$ cat config.mk
export PLATFORM = sky130hd
export DESIGN_NAME = ram_bus_arbiter
export DESIGN_NICKNAME = d
export VERILOG_FILES = /design/src/rtl/ram_bus_pkg.sv /design/src/rtl/arb_pick2.sv /design/src/rtl/ram_bus_arbiter.sv
export SDC_FILE = /design/constraint.sdc
export NUM_CORES = 1
export LEC_CHECK = 0
export BUFFER_PORTS_ARGS = -buffer_cell sky130_fd_sc_hd__buf_4
export CAP_MARGIN = 10
export CORE_MARGIN = 1
export CORE_UTILIZATION = 47
export DETAILED_ROUTE_END_ITERATION = 7
export PLACE_DENSITY = 0.92
export REMOVE_ABC_BUFFERS = 1
export SLEW_MARGIN = 40
export SYNTH_ARGS = -nofsm -noshare
export SYNTH_HDL_FRONTEND = slang
export SYNTH_SLANG_ARGS = --single-unit
export TNS_END_PERCENT = 10
$ cat constraint.sdc
create_clock -name clk1000 -period 3.4 [get_ports clk1000]
set_input_delay 0.68 -clock clk1000 [delete_from_list [all_inputs] [get_ports clk1000]]
set_output_delay 0.68 -clock clk1000 [all_outputs]
set_load 0.02 [all_outputs]
$ cat src/rtl/ram_bus_pkg.sv
// Shared types and default sizes for the RAM bus arbiter slice.
package ram_bus_pkg;

  typedef enum logic [1:0] {
    IDLE   = 2'd0,
    ACCESS = 2'd1,
    RESP   = 2'd2
  } state_t;

  localparam int RAM_AW = 4;
  localparam int RAM_DW = 4;

endpackage

$ cat src/rtl/arb_pick2.sv
// Two-way combinational winner select; prio names the requester favoured on a tie.
module arb_pick2 (
  input  logic req0,
  input  logic req1,
  input  logic prio,
  output logic valid,
  output logic win
);

  always_comb begin
    valid = req0 | req1;
    win   = (req0 & req1) ? prio : req1;
  end

endmodule

$ cat src/rtl/ram_bus_arbiter.sv
// Two-requester arbiter/sequencer driving the single port of the 16x4 RAM.
// Define ARB_RR_EN for round-robin arbitration; otherwise requester 0 has fixed priority.
module ram_bus_arbiter
  import ram_bus_pkg::*;
#(
  parameter int AW = RAM_AW,
  parameter int DW = RAM_DW
) (
  input  logic          clk1000,
  input  logic          clr,
  input  logic          req0,
  input  logic          req1,
  input  logic          we0,
  input  logic          we1,
  input  logic [AW-1:0] addr0,
  input  logic [AW-1:0] addr1,
  input  logic [DW-1:0] wdata0,
  input  logic [DW-1:0] wdata1,
  output logic          gnt0,
  output logic          gnt1,
  output logic          rvalid0,
  output logic          rvalid1,
  output logic [DW-1:0] rdata,
  output logic          ram_wen,
  output logic [AW-1:0] ram_addr,
  output logic [DW-1:0] ram_din,
  input  logic [DW-1:0] ram_dout,
  output logic          busy,
  output logic          owner
);

  state_t state;
  logic   lat_we;
  logic   pick_valid;
  logic   pick_win;
  logic   prio;

`ifdef ARB_RR_EN
  logic rr_ptr;
  assign prio = rr_ptr;
`else
  assign prio = 1'b0;
`endif

  arb_pick2 u_pick (
    .req0  (req0),
    .req1  (req1),
    .prio  (prio),
    .valid (pick_valid),
    .win   (pick_win)
  );

  assign busy = (state != IDLE);

  // ram_addr/ram_din double as the latched request fields, so the RAM port
  // is fed straight from registers during ACCESS.
  always_ff @(posedge clk1000) begin
    if (clr) begin
      state    <= IDLE;
      gnt0     <= 1'b0;
      gnt1     <= 1'b0;
      rvalid0  <= 1'b0;
      rvalid1  <= 1'b0;
      ram_wen  <= 1'b0;
      owner    <= 1'b0;
      lat_we   <= 1'b0;
      ram_addr <= '0;
      ram_din  <= '0;
      rdata    <= '0;
`ifdef ARB_RR_EN
      rr_ptr   <= 1'b0;
`endif
    end else begin
      case (state)
        IDLE: begin
          if (pick_valid) begin
            state    <= ACCESS;
            owner    <= pick_win;
            gnt0     <= ~pick_win;
            gnt1     <= pick_win;
            lat_we   <= pick_win ? we1 : we0;
            ram_wen  <= pick_win ? we1 : we0;
            ram_addr <= pick_win ? addr1 : addr0;
            ram_din  <= pick_win ? wdata1 : wdata0;
`ifdef ARB_RR_EN
            rr_ptr   <= ~pick_win;
`endif
          end
        end
        ACCESS: begin
          gnt0    <= 1'b0;
          gnt1    <= 1'b0;
          ram_wen <= 1'b0;
          if (lat_we) begin
            state <= IDLE;
          end else begin
            rdata   <= ram_dout;
            rvalid0 <= ~owner;
            rvalid1 <= owner;
            state   <= RESP;
          end
        end
        RESP: begin
          rvalid0 <= 1'b0;
          rvalid1 <= 1'b0;
          state   <= IDLE;
        end
        default: state <= IDLE;
      endcase
    end
  end

endmodule

==> results of run 1 <==
-- layout make-up --
class | instances | area, µm² | share of cell area (%)
tap | 25 | 31.3 | 2.48
timing repair buffer | 44 | 330 | 26.1
clock buffer | 4 | 26.3 | 2.08
inverter | 3 | 11.3 | 0.891
sequential | 21 | 420 | 33.3
multi-input combinational | 72 | 444 | 35.1
-- synthesized netlist by cell type, types with 2 or more instances --
library cell,number,area (µm²)
or2_2,2,12.5
o211ai_1,2,15.0
o21ai_0,6,30.0
a21oi_1,6,30.0
o2bb2ai_1,2,17.5
a31oi_1,4,25.0
nor2b_1,4,25.0
dfxtp_1,21,420
nor2_1,10,37.5
a22oi_1,2,15.0
inv_1,3,11.3
clkbuf_1,4,15.0
mux2i_1,4,40.0
nand2_1,13,48.8
a22o_1,5,43.8
-- per-layer routing --
metal  track usage, %  wire [µm]  vias to the layer above
li1                 -          -                      447
met3             5.95         97                       14
met2             40.8       1200                       33
met1             28.1        945                      435
met4             14.7        103                        0
met5                0          0                        -
-- placed cells by master (no fill, tap or decap), drive strengths merged, types with 2 or more instances in the layout --
| cell | n |
|---|---|
| nor2b | 4 |
| nand2 | 13 |
| dfxtp | 21 |
| o211ai | 2 |
| a22o | 5 |
| clkbuf | 4 |
| a22oi | 2 |
| inv | 3 |
| buf | 44 |
| or2 | 2 |
| o21ai | 6 |
| a31oi | 4 |
| a21oi | 7 |
| nor2 | 10 |
| mux2i | 4 |
| o2bb2ai | 2 |
-- kinds of logic (layout without fill, tap and decap cells) --
| family | count (synthesis) | after routing | synth area share, % |
|---|---|---|---|
| buf+inv | 9 | 51 | 4.29 |
| simple gates | 35 | 35 | 20.1 |
| flops | 21 | 21 | 46.5 |
| compound gates | 33 | 33 | 24.7 |
| mux | 4 | 4 | 4.43 |
-- per-stage QoR --
step	worst slack, ps	hold slack [ps]	total power (W)	util [%]	std cells
6_report	1190	478	0.000543	71.6	169
2_1_floorplan	1820	542	0.000359	-	96
3_5_place_dp	1560	459	0.000429	70.1	165
5_1_grt	1060	502	0.000570	71.6	169
4_1_cts	1220	480	0.000541	71.6	169
3_3_place_gp	1650	465	0.000423	70.1	165
-- power by group through the flow --
stage	registers [W]	logic (W)	clock network (W)
2_1_floorplan	0.000308	0.0000511	0
3_3_place_gp	0.000289	0.000134	0
3_5_place_dp	0.000290	0.000139	0
4_1_cts	0.000284	0.000140	0.000117
5_1_grt	0.000287	0.000151	0.000132
6_report	0.000285	0.000139	0.000119
-- flip-flops by register name (all words and copies together) (netlist names) --
signal    cells
rvalid1       1
ram_wen       1
ram_addr      4
rvalid0       1
ram_din       4
gnt0          1
rdata         4
state         2
owner         1
lat_we        1
gnt1          1
-- worst paths after layout --
kind,start,to,cells after the start
max,state[1]$_SDFFE_PP0P_,busy,3
min,ram_din[3]$_SDFFE_PP0P_,ram_din[3]$_SDFFE_PP0P_,1
max reg2reg,state[1]$_SDFFE_PP0P_,ram_din[0]$_SDFFE_PP0P_,4
min reg2reg,ram_din[3]$_SDFFE_PP0P_,ram_din[3]$_SDFFE_PP0P_,1
==> results.cfg, run 1 <==
[synthesis]
synth_edf_count = 0
ys_ff_latch = 21
synth_area_um2 = 903
synth_top_flop_cell = dfxtp_1
synthArstFlopShare_pct = 0
ys_seq_area_share_pct = 46.5
yosysUniqueCellTypes = 29
syn_inst = 102
yosysWarnings = 0
avgSynthCellArea_um2 = 8.86

[power_and_ir_drop]
pwr-share-seq_pct = 52.5
max-vdd-ir-drop_uv = 269
power_density_mw_per_mm2 = 429
p_leak_nw = 0.575
swShare_pct = 29.8
clockPowerShare_pct = 21.8
p_switching_w = 0.000162
internal-power_w = 0.000381
comb_power_share_pct = 25.7

[sta]
min_period_ps = 2210
tns_ps = 0
finClkSkew_ps = 8.77
slew_headroom_pct = 65.4
rsz0062_at_grt = false
finalHoldViolCount = 0
fin_crit_sh_pct = 64.9
fmax_mhz = 453
finalSetupViolCount = 0
drv_slew = 0
worst_pin_slew_ps = 517

[detailed_routing]
drt-pass1-iter-count = 4
vias_per_cell = 5.50
drtIter0Drc = 22
drc_errors = 0
drt-total-wl_mm = 2.34
ant_nets = 0
wl_per_cell_um = 13.9
vias = 929

[placement]
hpwl_mm = 1.70
place_area_mm2 = 0.00124
port_buffers = 44
gp_congestion = 0.729

[cts]
postCtsSetupBuffers = 0
clk_latency_ps = 300
cts_buffer_depth = 2
cts_tree = done
numCtsBuffers = 3
clk_pin_slew_ps = 120
htreeDepth = 1
cts_resized = 0
cts.sinks = 21
cts_root_buf = clkbuf_4
postCtsHoldBufs = 0

[critical_path]
cp_slowest_cell = nor2_1
crit_buf_inv = 2
crit_type = flip-flop to output port
path_cells = nor2_1, inv_1, buf_4
max_stage_delay_ps = 470
cp_top_family = simple AND/OR/NAND/NOR gates
cp.required_ps = 2720
critPathLaunchType = flip-flop
worstPathMaxFanout = 11
crit_arrival_ps = 1530
r2r_setup_slack_ps = 1820
crit_path_end_kind = output port

[cells_and_area]
layout-drive-gt1-share_pct = 36.8
fin_nets = 171
design_area_mm2 = 0.00126
antenna_cells = 0
areaGrowthSynthToFinish_pct = 39.9
final.fill_count = 158

[global_route]
grt_pass1_vias = 876
grt_overflow = 0
track_usage_pct = 24.6
grt_pass1_wl_mm = 3.66
grt_max_degree = 22
antenna_found_initial = 0

[floorplanning]
die_h_um = 45.8
core_area_mm2 = 0.00176
rows = 15
start_util_pct = 51.2
boundaryPins = 45
design.die.area_mm2 = 0.00210
die_w_um = 45.8

[hold_path]
hp-class = flip-flop to flip-flop

[status]
outcome = finished, final reports clean

[flow_run]
cap_violations = 0
No activity file was read; power rests on OpenSTA's default activity.
==> inputs of run 2 (changes only) <==
Settings changed: ABC_AREA set to 1, CORE_UTILIZATION 47 to 39, PLACE_DENSITY 0.92 to 0.83.
Clock period 3.4 ns to 2 ns, I/O delays scaled along.
==> results.cfg, run 2 <==
[status]
outcome = finished, final reports clean

[power_and_ir_drop]
pwr-share-seq_pct = 52.1
p_leak_nw = 0.618
swShare_pct = 30.7
p_switching_w = 0.000278
max-vdd-ir-drop_uv = 553
comb_power_share_pct = 25.9
internal-power_w = 0.000629
clockPowerShare_pct = 22.0
power_density_mw_per_mm2 = 724

[synthesis]
avgSynthCellArea_um2 = 7.13
yosys-top-cells-area = dfxtp_1, nand2_1, a21oi_1
yosysWarnings = 0
synthArstFlopShare_pct = 0
synth_edf_count = 0
synthMostInstantiatedCell = nand2_1
synth_top_cells_by_count = nand2_1, dfxtp_1, a21oi_1, nand3_1, inv_1
synth_top_flop_cell = dfxtp_1
syn_inst = 125
yosys.area.top_type_share_pct = 47.2
ys_ff_latch = 21
yosysUniqueCellTypes = 14
synth_area_um2 = 891
ys_seq_area_share_pct = 47.2
synth_area_leader_cell = dfxtp_1

[critical_path]
reg2reg_to = lat_we$_SDFFE_PP0P_
rr_worst_depth = 5
r2r_setup_slack_ps = 900
worstPathMaxFanout = 4
crit_type = flip-flop to output port
crit_start = state[0]$_SDFFE_PP0P_
cp-endpoint = busy
crit_path_end_kind = output port
critPathLaunchType = flip-flop
rr_startpoint = state[0]$_SDFFE_PP0P_
crit_arrival_ps = 1060
cp.required_ps = 1600

[cells_and_area]
layout_commonest_cell = nand2_1
mostFrequentLayoutCells = nand2_1, buf_4, dfxtp_1
design_area_mm2 = 0.00125
fin_util_pct = 60.8
antenna_cells = 0
areaGrowthSynthToFinish_pct = 40.7
layout-drive-gt1-share_pct = 31.5
final.fill_count = 196
reg_top3 = ram_addr x4, ram_din x4, rdata x4
fin_nets = 195

[placement]
hpwl_mm = 1.69
port_buffers = 44
place_area_mm2 = 0.00123
gp_congestion = 0.781

[detailed_routing]
vias_per_cell = 4.84
wl_met2_mm = 1.14
dr.max_layer_used = met4
wl_met1_um = 863
ant_nets = 0
drt-total-wl_mm = 2.12
wl_per_cell_um = 10.9
drt-pass1-iter-count = 4
routed-wl-met3_um = 72
drc_errors = 0
drtIter0Drc = 22
vias = 944

[sta]
finalSetupViolCount = 0
finalHoldViolCount = 0
tns_ps = 0
min_period_ps = 1460
whs_ps = 340
slew_headroom_pct = 78.9
rsz0062_at_grt = false
drv_slew = 0
fin_crit_sh_pct = 72.8
fmax_mhz = 686
worst_pin_slew_ps = 316
finClkSkew_ps = 2.93

[cts]
clk_pin_slew_ps = 110
cts_tree = done
cts_root_buf = clkbuf_4
cts_buffer_depth = 2
postCtsHoldBufs = 0
numCtsBuffers = 3
htreeDepth = 1
cts_resized = 0
clk_latency_ps = 300
postCtsSetupBuffers = 0
cts.sinks = 21

[global_route]
antenna_found_initial = 0
grt_pass1_vias = 902
grt_max_degree = 22
track_usage_pct = 19.4
grt_overflow = 0
grt_pass1_wl_mm = 3.69

[floorplanning]
die_w_um = 49.8
start_util_pct = 43.2
die_h_um = 49.8
core_area_mm2 = 0.00206
design.die.area_mm2 = 0.00248
boundaryPins = 45
rows = 16

[flow_run]
cap_violations = 0

[hold_path]
hp-class = input port to flip-flop
run 2: changes by cell type after synthesis, moves of 3 or more:
cell     change
mux2i_1      -4
nor2_1       -8
nor2b_1      -4
a21oi_1     +13
a22o_1       -5
a31oi_1      -4
nand3_1     +14
nand2_1     +39
o21ai_0      -6
inv_1        +3
run 2: cell type report:
cell class / count / area, µm² / share of cell area [%]
clock inverters: 1 / 5.00 / 0.399
clock buffers: 3 / 22.5 / 1.80
flip-flops and latches: 21 / 420 / 33.5
repair buffers: 44 / 330 / 26.3
multi-input cells: 92 / 415 / 33.1
inverters: 7 / 26.3 / 2.10
well taps: 27 / 33.8 / 2.69
run 2: stage by stage:
stage | instances | power, W | worst slack [ps]
6_report | 195 | 0.000908 | 543
5_1_grt | 195 | 0.000954 | 482
4_1_cts | 195 | 0.000913 | 537
3_5_place_dp | 191 | 0.000720 | 544
3_3_place_gp | 191 | 0.000713 | 610
2_1_floorplan | 120 | 0.000605 | 834
run 2: kinds of logic (layout without fill, tap and decap cells):
logic type / after synthesis / count (layout) / share of synthesized area, %
compound gates: 19 / 19 / 10.7
buf+inv: 12 / 55 / 6.18
flops: 21 / 21 / 47.2
simple gates: 73 / 73 / 36.0
run 2: worst min path at each step:
| stage | start | endpoint | slack [ps] | cells past startpoint |
|---|---|---|---|---|
| floorplan | clr | gnt0$_SDFFE_PP0P_ | 470 | 1 |
| global placement | rvalid0$_SDFFE_PP0P_ | rvalid0$_SDFFE_PP0P_ | 450 | 2 |
| detailed placement | rvalid0$_SDFFE_PP0P_ | rvalid0$_SDFFE_PP0P_ | 460 | 2 |
| CTS | ram_dout[0] | rdata[0]$_SDFFE_PP0P_ | 340 | 3 |
| global route | ram_dout[0] | rdata[0]$_SDFFE_PP0P_ | 330 | 3 |
| finish | ram_dout[1] | rdata[1]$_SDFFE_PP0P_ | 340 | 3 |
run 2: critical path: stages (launching register included):
cell and delay (ps):
dfxtp_1 390, nor2_4 160, inv_1 60, buf_4 150
run 2: routing by layer:
| layer | up-vias | track usage (%) |
|---|---|---|
| li1 | 484 | - |
| met1 | 435 | 21.9 |
| met2 | 18 | 34.0 |
| met3 | 7 | 6.17 |
| met4 | 0 | 6.67 |
| met5 | - | 0 |
run 2: power by group through the flow:
stage                     registers [W]  clock network (W)  logic (W)
after floorplan                0.000514                  0  0.0000913
after global routing           0.000478           0.000218   0.000259
final                          0.000473           0.000199   0.000235
after detailed placement       0.000483                  0   0.000237
after CTS                      0.000474           0.000201   0.000238
after global placement         0.000482                  0   0.000231
